File: config.mk
export PLATFORM = sky130hd
export DESIGN_NAME = dmem_arbiter_flat
export DESIGN_NICKNAME = d
export VERILOG_FILES = /design/src/rtl/y86_mem_pkg.sv /design/src/rtl/dmem_arbiter_if.sv /design/src/rtl/dmem_prio_sel.sv /design/src/rtl/dmem_arbiter.sv /design/src/flat_wrapper.sv
export SDC_FILE = /design/constraint.sdc
export NUM_CORES = 1
export LEC_CHECK = 0
export CAP_MARGIN = 20
export CORE_AREA = 2 2 227 229
export CTS_BUF_LIST = sky130_fd_sc_hd__clkbuf_2
export CTS_CLUSTER_SIZE = 24
export DETAILED_ROUTE_END_ITERATION = 6
export DIE_AREA = 0 0 229 231
export HOLD_SLACK_MARGIN = 0.1
export PLACE_DENSITY = 0.62
export SLEW_MARGIN = 20
export SYNTH_ARGS = -nofsm -noshare
export SYNTH_HDL_FRONTEND = slang
export SYNTH_SLANG_ARGS = --single-unit
File: constraint.sdc
create_clock -name clk -period 1.5 [get_ports clk]
set_input_delay 0.225 -clock clk [delete_from_list [all_inputs] [get_ports clk]]
set_output_delay 0.225 -clock clk [all_outputs]
set_load 0.02 [all_outputs]
File: src/rtl/y86_mem_pkg.sv
// ============================================================================
//  Module  : y86_mem_pkg
//  Purpose : Shared constants for the data-memory arbiter slice: FSM state
//            encoding, requester port ids, default memory size, and the
//            request legality check used when a request is latched.
//  Revision: 1.0  initial release
// ============================================================================
`default_nettype none

package y86_mem_pkg;

  // Default data memory size in bytes.
  localparam int unsigned c_mem_bytes_default = 1024;

  // Arbiter FSM state encoding.
  localparam logic [1:0] c_st_idle   = 2'd0;
  localparam logic [1:0] c_st_access = 2'd1;
  localparam logic [1:0] c_st_resp   = 2'd2;

  // Requester port ids (p0 = CPU memory stage, p1 = loader/debug).
  localparam logic c_port_p0 = 1'b0;
  localparam logic c_port_p1 = 1'b1;

  // A request is illegal when it is neither a pure read nor a pure write, or
  // when the 8-byte word would run past the end of memory.
  function automatic logic dmem_req_illegal(
    input logic        rd,
    input logic        wr,
    input logic [63:0] addr,
    input logic [63:0] mem_bytes
  );
    return (rd == wr) || (addr > (mem_bytes - 64'd8));
  endfunction

endpackage

`default_nettype wire

File: src/rtl/dmem_arbiter_if.sv
// ============================================================================
//  Module  : dmem_arbiter_if
//  Purpose : Bundle of the two requester ports and the data-memory port of
//            the arbiter.
//            slave  : arbiter side (consumes requests, drives memory)
//            master : environment side (requesters + data memory)
//  Ports   : pN_valid/rd/wr/addr/wdata  requests, pN_done/rdata/err responses
//            mem_addr/wdata/rd_en/wr_en memory drive, mem_rdata/error returns
//  Revision: 1.0  initial release
// ============================================================================
`default_nettype none

interface dmem_arbiter_if;

  logic        p0_valid;
  logic        p0_rd;
  logic        p0_wr;
  logic [63:0] p0_addr;
  logic [63:0] p0_wdata;
  logic        p0_done;
  logic [63:0] p0_rdata;
  logic        p0_err;

  logic        p1_valid;
  logic        p1_rd;
  logic        p1_wr;
  logic [63:0] p1_addr;
  logic [63:0] p1_wdata;
  logic        p1_done;
  logic [63:0] p1_rdata;
  logic        p1_err;

  logic [63:0] mem_addr;
  logic [63:0] mem_wdata;
  logic        mem_rd_en;
  logic        mem_wr_en;
  logic [63:0] mem_rdata;
  logic        mem_error;

  modport slave (
    input  p0_valid, p0_rd, p0_wr, p0_addr, p0_wdata,
    output p0_done, p0_rdata, p0_err,
    input  p1_valid, p1_rd, p1_wr, p1_addr, p1_wdata,
    output p1_done, p1_rdata, p1_err,
    output mem_addr, mem_wdata, mem_rd_en, mem_wr_en,
    input  mem_rdata, mem_error
  );

  modport master (
    output p0_valid, p0_rd, p0_wr, p0_addr, p0_wdata,
    input  p0_done, p0_rdata, p0_err,
    output p1_valid, p1_rd, p1_wr, p1_addr, p1_wdata,
    input  p1_done, p1_rdata, p1_err,
    input  mem_addr, mem_wdata, mem_rd_en, mem_wr_en,
    output mem_rdata, mem_error
  );

endinterface

`default_nettype wire

File: src/rtl/dmem_prio_sel.sv
// ============================================================================
//  Module  : dmem_prio_sel
//  Purpose : Grant selection between the two requesters with a starvation
//            guard. p0 normally wins; after STARVE_MAX consecutive p0 grants
//            while p1 is waiting, p1 is granted once.
//  Ports   : clk, reset      clock, synchronous active-high reset
//            p0_valid/p1_valid request pending flags
//            grant_en        a grant is being taken this cycle
//            grant_p1        1 = p1 selected, 0 = p0 selected
//  Revision: 1.0  initial release
// ============================================================================
`default_nettype none

module dmem_prio_sel #(
  parameter int unsigned STARVE_MAX = 4
) (
  input  logic clk,
  input  logic reset,
  input  logic p0_valid,
  input  logic p1_valid,
  input  logic grant_en,
  output logic grant_p1
);

  localparam int unsigned c_cnt_w = (STARVE_MAX < 1) ? 1 : $clog2(STARVE_MAX + 1);
  localparam logic [c_cnt_w-1:0] c_starve_max = c_cnt_w'(STARVE_MAX);

  logic [c_cnt_w-1:0] r_starve;
  logic               w_starved;

  assign w_starved = (r_starve == c_starve_max);
  assign grant_p1  = p1_valid && (!p0_valid || w_starved);

  // Counts p0 grants taken while p1 is waiting; any gap in p1_valid or a
  // p1 grant restarts the count.
  always_ff @(posedge clk) begin
    if (reset) begin
      r_starve <= '0;
    end else if (!p1_valid) begin
      r_starve <= '0;
    end else if (grant_en) begin
      if (grant_p1) begin
        r_starve <= '0;
      end else if (!w_starved) begin
        r_starve <= r_starve + 1'b1;
      end
    end
  end

endmodule

`default_nettype wire

File: src/rtl/dmem_arbiter.sv
// ============================================================================
//  Module  : dmem_arbiter
//  Purpose : Two-port arbiter in front of the data memory. Each access runs
//            IDLE -> ACCESS -> RESP; the granted request is latched on entry
//            to ACCESS, the memory is strobed during ACCESS, and the response
//            (done/rdata/err) is registered on entry to RESP.
//  Ports   : clk, reset  clock, synchronous active-high reset
//            bus         dmem_arbiter_if.slave (requesters + memory)
//  Revision: 1.0  initial release
// ============================================================================
`default_nettype none

module dmem_arbiter
  import y86_mem_pkg::*;
#(
  parameter int unsigned MEM_BYTES  = c_mem_bytes_default,
  parameter int unsigned STARVE_MAX = 4
) (
  input  logic           clk,
  input  logic           reset,
  dmem_arbiter_if.slave  bus
);

  logic [1:0]  r_state;
  logic        r_port;
  logic        r_rd;
  logic        r_wr;
  logic        r_illegal;
  logic [63:0] r_addr;
  logic [63:0] r_wdata;

  logic        r_p0_done;
  logic        r_p0_err;
  logic [63:0] r_p0_rdata;
  logic        r_p1_done;
  logic        r_p1_err;
  logic [63:0] r_p1_rdata;

  logic        w_req_any;
  logic        w_grant_en;
  logic        w_grant_p1;
  logic        w_sel_rd;
  logic        w_sel_wr;
  logic [63:0] w_sel_addr;
  logic [63:0] w_sel_wdata;
  logic        w_access;
  logic        w_resp_err;
  logic [63:0] w_resp_rdata;

  assign w_req_any  = bus.p0_valid | bus.p1_valid;
  assign w_grant_en = (r_state == c_st_idle) && w_req_any;

  dmem_prio_sel #(
    .STARVE_MAX (STARVE_MAX)
  ) u_prio_sel (
    .clk      (clk),
    .reset    (reset),
    .p0_valid (bus.p0_valid),
    .p1_valid (bus.p1_valid),
    .grant_en (w_grant_en),
    .grant_p1 (w_grant_p1)
  );

  assign w_sel_rd    = w_grant_p1 ? bus.p1_rd    : bus.p0_rd;
  assign w_sel_wr    = w_grant_p1 ? bus.p1_wr    : bus.p0_wr;
  assign w_sel_addr  = w_grant_p1 ? bus.p1_addr  : bus.p0_addr;
  assign w_sel_wdata = w_grant_p1 ? bus.p1_wdata : bus.p0_wdata;

  // Read data is only meaningful for a legal read; mem_error is reported
  // even on an illegal request since it can only add to the error.
  assign w_resp_err   = r_illegal | bus.mem_error;
  assign w_resp_rdata = (!r_illegal && r_rd) ? bus.mem_rdata : 64'h0;

  always_ff @(posedge clk) begin
    if (reset) begin
      r_state    <= c_st_idle;
      r_port     <= c_port_p0;
      r_rd       <= 1'b0;
      r_wr       <= 1'b0;
      r_illegal  <= 1'b0;
      r_addr     <= '0;
      r_wdata    <= '0;
      r_p0_done  <= 1'b0;
      r_p0_err   <= 1'b0;
      r_p0_rdata <= '0;
      r_p1_done  <= 1'b0;
      r_p1_err   <= 1'b0;
      r_p1_rdata <= '0;
    end else begin
      case (r_state)
        c_st_idle: begin
          if (w_req_any) begin
            r_state   <= c_st_access;
            r_port    <= w_grant_p1 ? c_port_p1 : c_port_p0;
            r_rd      <= w_sel_rd;
            r_wr      <= w_sel_wr;
            r_addr    <= w_sel_addr;
            r_wdata   <= w_sel_wdata;
            r_illegal <= dmem_req_illegal(w_sel_rd, w_sel_wr, w_sel_addr,
                                          64'(MEM_BYTES));
          end
        end
        c_st_access: begin
          r_state <= c_st_resp;
          // Only the granted port's response registers move; the other
          // port keeps its last result.
          if (r_port == c_port_p1) begin
            r_p1_done  <= 1'b1;
            r_p1_err   <= w_resp_err;
            r_p1_rdata <= w_resp_rdata;
          end else begin
            r_p0_done  <= 1'b1;
            r_p0_err   <= w_resp_err;
            r_p0_rdata <= w_resp_rdata;
          end
        end
        c_st_resp: begin
          r_state   <= c_st_idle;
          r_p0_done <= 1'b0;
          r_p1_done <= 1'b0;
        end
        default: begin
          r_state   <= c_st_idle;
          r_p0_done <= 1'b0;
          r_p1_done <= 1'b0;
        end
      endcase
    end
  end

  assign w_access = (r_state == c_st_access) && !r_illegal;

  assign bus.mem_addr  = r_addr;
  assign bus.mem_wdata = r_wdata;
  assign bus.mem_rd_en = w_access && r_rd;
  assign bus.mem_wr_en = w_access && r_wr;

  assign bus.p0_done  = r_p0_done;
  assign bus.p0_err   = r_p0_err;
  assign bus.p0_rdata = r_p0_rdata;
  assign bus.p1_done  = r_p1_done;
  assign bus.p1_err   = r_p1_err;
  assign bus.p1_rdata = r_p1_rdata;

endmodule

`default_nettype wire

File: src/flat_wrapper.sv
// flat-port wrapper written by rule: the top's interface ports become plain ports
module dmem_arbiter_flat import y86_mem_pkg::*;
#(
  parameter int unsigned MEM_BYTES  = c_mem_bytes_default,
  parameter int unsigned STARVE_MAX = 4
)
  (clk, reset, bus_p0_valid, bus_p0_rd, bus_p0_wr, bus_p0_addr, bus_p0_wdata, bus_p0_done, bus_p0_rdata, bus_p0_err, bus_p1_valid, bus_p1_rd, bus_p1_wr, bus_p1_addr, bus_p1_wdata, bus_p1_done, bus_p1_rdata, bus_p1_err, bus_mem_addr, bus_mem_wdata, bus_mem_rd_en, bus_mem_wr_en, bus_mem_rdata, bus_mem_error);
  dmem_arbiter_if bus_i ();
  input  logic clk;
  input  logic reset;
  input wire logic [$bits(bus_i.p0_valid)-1:0] bus_p0_valid;
  input wire logic [$bits(bus_i.p0_rd)-1:0] bus_p0_rd;
  input wire logic [$bits(bus_i.p0_wr)-1:0] bus_p0_wr;
  input wire logic [$bits(bus_i.p0_addr)-1:0] bus_p0_addr;
  input wire logic [$bits(bus_i.p0_wdata)-1:0] bus_p0_wdata;
  output wire logic [$bits(bus_i.p0_done)-1:0] bus_p0_done;
  output wire logic [$bits(bus_i.p0_rdata)-1:0] bus_p0_rdata;
  output wire logic [$bits(bus_i.p0_err)-1:0] bus_p0_err;
  input wire logic [$bits(bus_i.p1_valid)-1:0] bus_p1_valid;
  input wire logic [$bits(bus_i.p1_rd)-1:0] bus_p1_rd;
  input wire logic [$bits(bus_i.p1_wr)-1:0] bus_p1_wr;
  input wire logic [$bits(bus_i.p1_addr)-1:0] bus_p1_addr;
  input wire logic [$bits(bus_i.p1_wdata)-1:0] bus_p1_wdata;
  output wire logic [$bits(bus_i.p1_done)-1:0] bus_p1_done;
  output wire logic [$bits(bus_i.p1_rdata)-1:0] bus_p1_rdata;
  output wire logic [$bits(bus_i.p1_err)-1:0] bus_p1_err;
  output wire logic [$bits(bus_i.mem_addr)-1:0] bus_mem_addr;
  output wire logic [$bits(bus_i.mem_wdata)-1:0] bus_mem_wdata;
  output wire logic [$bits(bus_i.mem_rd_en)-1:0] bus_mem_rd_en;
  output wire logic [$bits(bus_i.mem_wr_en)-1:0] bus_mem_wr_en;
  input wire logic [$bits(bus_i.mem_rdata)-1:0] bus_mem_rdata;
  input wire logic [$bits(bus_i.mem_error)-1:0] bus_mem_error;
  assign bus_i.p0_valid = bus_p0_valid;
  assign bus_i.p0_rd = bus_p0_rd;
  assign bus_i.p0_wr = bus_p0_wr;
  assign bus_i.p0_addr = bus_p0_addr;
  assign bus_i.p0_wdata = bus_p0_wdata;
  assign bus_p0_done = bus_i.p0_done;
  assign bus_p0_rdata = bus_i.p0_rdata;
  assign bus_p0_err = bus_i.p0_err;
  assign bus_i.p1_valid = bus_p1_valid;
  assign bus_i.p1_rd = bus_p1_rd;
  assign bus_i.p1_wr = bus_p1_wr;
  assign bus_i.p1_addr = bus_p1_addr;
  assign bus_i.p1_wdata = bus_p1_wdata;
  assign bus_p1_done = bus_i.p1_done;
  assign bus_p1_rdata = bus_i.p1_rdata;
  assign bus_p1_err = bus_i.p1_err;
  assign bus_mem_addr = bus_i.mem_addr;
  assign bus_mem_wdata = bus_i.mem_wdata;
  assign bus_mem_rd_en = bus_i.mem_rd_en;
  assign bus_mem_wr_en = bus_i.mem_wr_en;
  assign bus_i.mem_rdata = bus_mem_rdata;
  assign bus_i.mem_error = bus_mem_error;
  dmem_arbiter #(.MEM_BYTES(MEM_BYTES), .STARVE_MAX(STARVE_MAX)) u_core (.clk(clk), .reset(reset), .bus(bus_i));
endmodule
==> results.yml, run 1 <==
timing:
  rsz0062_at_grt: "true"
  post-route-min-period_ps: 2210
  setup_viol_count_final: 484
  max-slew-margin-rel_pct: 57.6
  final_max_slew_viol_count: 0
  skew_ps: 132
  timing.final.crit_share_pct: 147
  setup_tns_ps: -75110
  setup_ws_ps: -708
  tightestPinTransition_ps: 631
  hold_violations: 0
  max_clock_freq_mhz: 453
logic_synthesis:
  synth_simple_gate_area_share_pct: 18.1
  synth_cell_types: 36
  ys_seq_area_share_pct: 48.4
  synth_top_family_by_area: "simple AND/OR/NAND/NOR gates"
  synth_area_per_cell_um2: 8.85
  synth_xor_area_share_pct: 0.157
  synth_flop_cell: "dfxtp_1"
  muxShareOfSynthArea_pct: 11.7
  yosys.cell_count.top_type: "dfxtp_1"
  synth_area_um2: 11100
  ys_ff_latch: 269
  yosysTopAreaCell: "dfxtp_1"
  syn_nets: 1589
  synth_compound_area_share_pct: 15.7
  synth_top_area_share_pct: 48.4
  yosys_warnings: 0
  synth_common_cells: "dfxtp_1 (269), nor2_1 (143), nand3_1 (135), a21oi_1 (134)"
  synth_edf_count: 0
  synthArstFlopShare_pct: 0
  synthAdderAreaFrac_pct: 0.225
  syn-instance-count: 1258
  synth.area.top_cells: "dfxtp_1 (48%), mux2i_1 (12%), a211oi_1 (8.9%)"
hold_path:
  hold_path.class: "input pin to register"
  worstHoldStart: "reset"
die:
  ios: 591
  die_area_um2: 52900
  die_y_um: 231
  rows: 83
  fp.dieW_um: 229
  initial_core_util_pct: 22.0
  core_area_um2: 50700
setup_path:
  path_class: "register to output port"
  cp.required_ps: 1270
  worst-path-max-fanout: 4
  worstPathArrival_ps: 1980
  end_kind: "output port"
  start_kind: "register"
  worstSetupStartpoint: "u_core.r_state[0]"
  r2r_start: "u_core.u_prio_sel.r_starve[1]"
drt:
  first_pass_iters: 5
  drt_iter0_markers: 702
  drcViolationCount: 0
  viasPerCell: 4.65
  routed_wirelength_um: 60500
  wire_per_inst_um: 19.5
  via_count: 14500
  antenna_left: 0
global_route:
  grt_usage_pct: 20.5
  grt.busiest_layer: "met2"
  grt-ovfl-total: 0
  antenna_found_initial: 6
  grtUsageMet1_pct: 22.8
  grtUsageMet3_pct: 5.66
  grt_pass1_wl_um: 84500
  grtUsageMet2_pct: 36.4
  first_global_vias: 15000
  grt_max_degree: 66
status:
  status: "complete, but fails checks"
  violations: "setup timing"
cts:
  cts_inserted_buffers: 76
  clk-insertion-delay-late_ps: 1020
  cts_sinks: 269
  path_clk_slew_ps: 110
  cts_root_buffer: "clkbuf_2"
  h-tree-depth: 3
  cts_tree: "yes"
  clockBufferDepth: 3
pwr:
  p_per_area_nw_per_um2: 780
  p_leak_nw: 10.4
  ir_drop_uv: 481
finish:
  area_delta_synth_final_pct: 129
  layout.nets: 2708
  drive_above_1_share_pct: 41.9
job:
  cap_viol_max_count: 0
placement:
  place_ws_ps: -873
  place_congestion: 0.915
  dp_hpwl_um: 37300
  numPortBuffers: 590
[per-layer routing]
layer,up-vias,part of all wire (%)
met2,680,50
met4,2,3.9
met3,155,7.4
met5,-,0.017
met1,6832,38
li1,6790,-
[layout make-up]
cell class / count / area [um^2]
flip-flops and latches: 269 / 5730
clock inverters: 19 / 113
well taps: 680 / 851
multi-input cells: 870 / 6090
inverters: 3 / 11.3
repair buffers: 1157 / 12200
fillers: 4291 / 25100
diodes: 4 / 10.0
clock buffers: 109 / 546
[path summary, 6_finish.rpt]
path	to	slack, ps	cells past startpoint
worst min register to register	u_core.bus.p0_rdata[18]	460	2
worst max register to register	u_core.bus.mem_wdata[22]	-340	9
worst min-delay path	u_core.bus.p1_rdata[55]	330	3
worst max-delay path	bus_mem_rd_en	-710	4
[sequential cells by signal, indices dropped and copies added (netlist names), 2 cells and up]
name,cells
u_core.bus.mem_addr,64
u_core.bus.p0_rdata,64
u_core.bus.mem_wdata,64
u_core.r_state,2
u_core.bus.p1_rdata,64
u_core.u_prio_sel.r_starve,3
[kinds of logic after synthesis]
| family | after synthesis |
|---|---|
| AO/OA/AOI/OAI | 277 |
| XOR/XNOR | 2 |
| adder cells (fa/ha/maj) | 2 |
| buffers and inverters | 119 |
| flip-flops | 269 |
| multiplexers | 130 |
| AND/OR/NAND/NOR | 459 |
[where the power goes]
group | leakage, nW | internal, W | switching (W) | total, W
Sequential | 2.31 | 0.00769 | 0.000385 | 0.00807
Combinational | 7.56 | 0.00352 | 0.00288 | 0.00640
Clock | 0.504 | 0.00211 | 0.00335 | 0.00547
[worst max-delay path, cell delays in order (launching register included)]
cell and delay [ps]:
dfxtp_1 490, nand2b_4 100, buf_8 140, nor3b_4 190, buf_6 150
[placed cells by master (no fill, tap or decap), drive strengths merged, types with 22 or more instances in the layout]
cell type and count:
clkbuf 120, buf 491, a211oi 132, nor4 22
dfxtp 269, nand3 135, mux2i 130, a21oi 134
clkdlybuf4s50 327, nand2 132, dlygate4sd3 328, nor2 143
[through the flow]
stage	util (%)	hold slack, ps	instances	total power (W)	cell area (um^2)
finish	50.4	327	3111	0.0199	25500
CTS	47.5	133	3056	0.0196	24100
floorplan	-	373	1258	0.00996	11100
global placement	36.9	441	2559	0.0127	18700
global route	50.4	234	3111	0.0209	25500
detailed placement	36.9	446	2559	0.0128	18700
[timing repair]
| item | CTS | global route |
|---|---|---|
| gates resized for setup | 1899 | 189 |
| setup endpoints to repair | 517 | 524 |
| pin swaps | 28 | 60 |
| setup buffers | 35 | 46 |
| endpoints found under the hold margin | 269 | 0 |
| hold buffers | 328 | 0 |
| gates cloned | 6 | 12 |
No activity file was read; power rests on OpenSTA's default activity.
==> run 2: changes to the inputs <==
--- a/config.mk
+++ b/config.mk
@@ -8,6 +8,7 @@
 export CAP_MARGIN = 20
 export CORE_AREA = 2 2 227 229
 export CTS_BUF_LIST = sky130_fd_sc_hd__clkbuf_2
+export CTS_CLUSTER_DIAMETER = 100
 export CTS_CLUSTER_SIZE = 24
 export DETAILED_ROUTE_END_ITERATION = 6
 export DIE_AREA = 0 0 229 231
==> run 2 against run 1 <==
The run still ends with setup timing left. Power fell by 11%. Worst hold slack got worse by 21 ps. Final area fell by 1.5%. Cell count fell by 3.8%. Sequential power rose by 0.6%. Global-route usage rose by 0.19 points. Flip-flop and latch count did not move. Routed wire length fell by 0.57%. First-iteration DRC count fell by 23%. Combinational power rose by 2%. Critical endpoint unchanged. Largest cell class unchanged.
==> results.yml, run 2 (synthesis results as in run 1) <==
status:
  status: "complete, but fails checks"
  violations: "setup timing"
placement:
  numPortBuffers: 590
  dp_hpwl_um: 37300
  place_congestion: 0.915
cts:
  cts_inserted_buffers: 17
  clockBufferDepth: 3
  h-tree-depth: 1
  path_clk_slew_ps: 410
  cts_root_buffer: "clkbuf_2"
  cts_tree: "yes"
  clk-insertion-delay-late_ps: 960
  cts_sinks: 269
die:
  fp.dieW_um: 229
  ios: 591
  core_area_um2: 50700
  die_area_um2: 52900
  rows: 83
  die_y_um: 231
  initial_core_util_pct: 22.0
drt:
  viasPerCell: 4.70
  wire_per_inst_um: 20.1
  drt_iter0_markers: 544
  first_pass_iters: 5
  antenna_left: 0
  via_count: 14100
  drcViolationCount: 0
  routed_wirelength_um: 60200
hold_path:
  hold_path.class: "input pin to register"
timing:
  skew_ps: 67.3
  hold_violations: 0
  final_max_slew_viol_count: 0
  timing.final.crit_share_pct: 149
  setup_viol_count_final: 466
  max-slew-margin-rel_pct: 63.3
  tightestPinTransition_ps: 546
  post-route-min-period_ps: 2230
  setup_tns_ps: -107540
  max_clock_freq_mhz: 448
  setup_ws_ps: -735
  rsz0062_at_grt: "true"
finish:
  layout.nets: 2630
  multi_input_area_um2: 6320
  seqCellArea_um2: 5740
  drive_above_1_share_pct: 40.9
  final_core_util_pct: 49.7
  area_delta_synth_final_pct: 126
  final_common_cell: "dlygate4sd3_1"
  final_cell_mix: "dlygate4sd3_1 (330), clkdlybuf4s50_1 (327), buf_6 (280), dfxtp_2 (255), nor2_1 (139)"
  fillers: 4322
setup_path:
  path_class: "register to output port"
  worstPathArrival_ps: 2010
  cpMaxStageDelayCell: "dfxtp_4"
  path_cells: "nand2b_4 > buf_8 > nor3b_4 > buf_6"
  cp.required_ps: 1270
  start_kind: "register"
  worst-path-max-fanout: 3
  slowest_delay_ps: 430
  end_kind: "output port"
pwr:
  p_int_w: 0.0117
  p_per_area_nw_per_um2: 703
  clkPwrFrac_pct: 17.3
  p_switching_w: 0.00596
  ir_drop_uv: 729
  p_leak_nw: 9.84
  sequentialPowerShare_pct: 45.8
  sw_frac_of_total_pct: 33.7
  combPwrFrac_pct: 36.9
global_route:
  grtUsageMet3_pct: 4.24
  first_global_vias: 14900
  grt_max_degree: 66
  antenna_found_initial: 9
  grt.busiest_layer: "met2"
  grtUsageMet2_pct: 37.6
  grt_pass1_wl_um: 86000
  grt_usage_pct: 20.7
  grt-ovfl-total: 0
  grtUsageMet1_pct: 23.9
job:
  cap_viol_max_count: 0
-- run 2: cell types whose count changed in the layout (fill, tap and decap cells not counted), sizes merged, moves of 2 or more --
cell and change:
buf -19, clkinv -9, clkbuf -95, diode +3, dlygate4sd3 +2
-- run 2: final timing paths --
path	depth (start not counted)	start	slack, ps	end
max	4	u_core.r_state[1]	-730	bus_mem_rd_en
min	4	bus_mem_rdata[9]	310	u_core.bus.p0_rdata[9]
max reg2reg	10	u_core.u_prio_sel.r_starve[0]	-380	u_core.r_illegal
min reg2reg	2	u_core.bus.p0_rdata[51]	470	u_core.bus.p0_rdata[51]
-- run 2: metal layers --
layer / routed length (um) / vias to the layer above / share of wire (%)
met5: 28 / - / 0.047
met4: 1980 / 4 / 3.3
met3: 3910 / 133 / 6.5
met1: 23700 / 6766 / 39
li1: - / 6576 / -
met2: 30600 / 590 / 51
-- run 2: layout make-up --
cell class | count | share of cell area [%]
Timing Repair Buffer | 1138 | 47.9
Multi-Input combinational cell | 870 | 25.1
Sequential cell | 269 | 22.8
Tap cell | 680 | 3.38
Clock inverter | 9 | 0.353
Clock buffer | 17 | 0.338
Antenna cell | 7 | 0.0696
Inverter | 3 | 0.0447
-- run 2: repair_timing --
| item | in CTS | in global routing |
|---|---|---|
| buffers inserted | 39 | 29 |
| gates resized for setup | 1951 | 201 |
| pin swaps | 74 | 82 |
| cloned | 13 | 7 |
| hold buffers | 330 | 0 |
| hold endpoints to repair | 269 | 0 |
| endpoints found under the setup margin | 467 | 500 |
-- run 2: per-stage QoR --
step | hold slack (ps) | cells | total power, W | instance area, um^2 | setup slack (ps)
4_1_cts | 129 | 2966 | 0.0173 | 24100 | -927
3_5_place_dp | 446 | 2559 | 0.0128 | 18700 | -873
2_1_floorplan | 373 | 1258 | 0.00996 | 11100 | -35.0
5_1_grt | 154 | 2993 | 0.0185 | 25200 | -942
3_3_place_gp | 441 | 2559 | 0.0127 | 18700 | -857
6_report | 306 | 2993 | 0.0177 | 25200 | -735
-- run 2: critical path: cells and delay by family (launching register included) --
family	cells	cell delay (ps)
flip-flops	1	430
buffers and inverters	2	280
AND/OR/NAND/NOR	2	340
-- run 2: power groups by stage --
stage | clock (W) | combinational (W) | sequential [W]
5_1_grt | 0.00345 | 0.00685 | 0.00817
6_report | 0.00305 | 0.00653 | 0.00812
3_3_place_gp | 0 | 0.00469 | 0.00803
4_1_cts | 0.00322 | 0.00599 | 0.00810
3_5_place_dp | 0 | 0.00473 | 0.00804
2_1_floorplan | 0 | 0.00143 | 0.00852
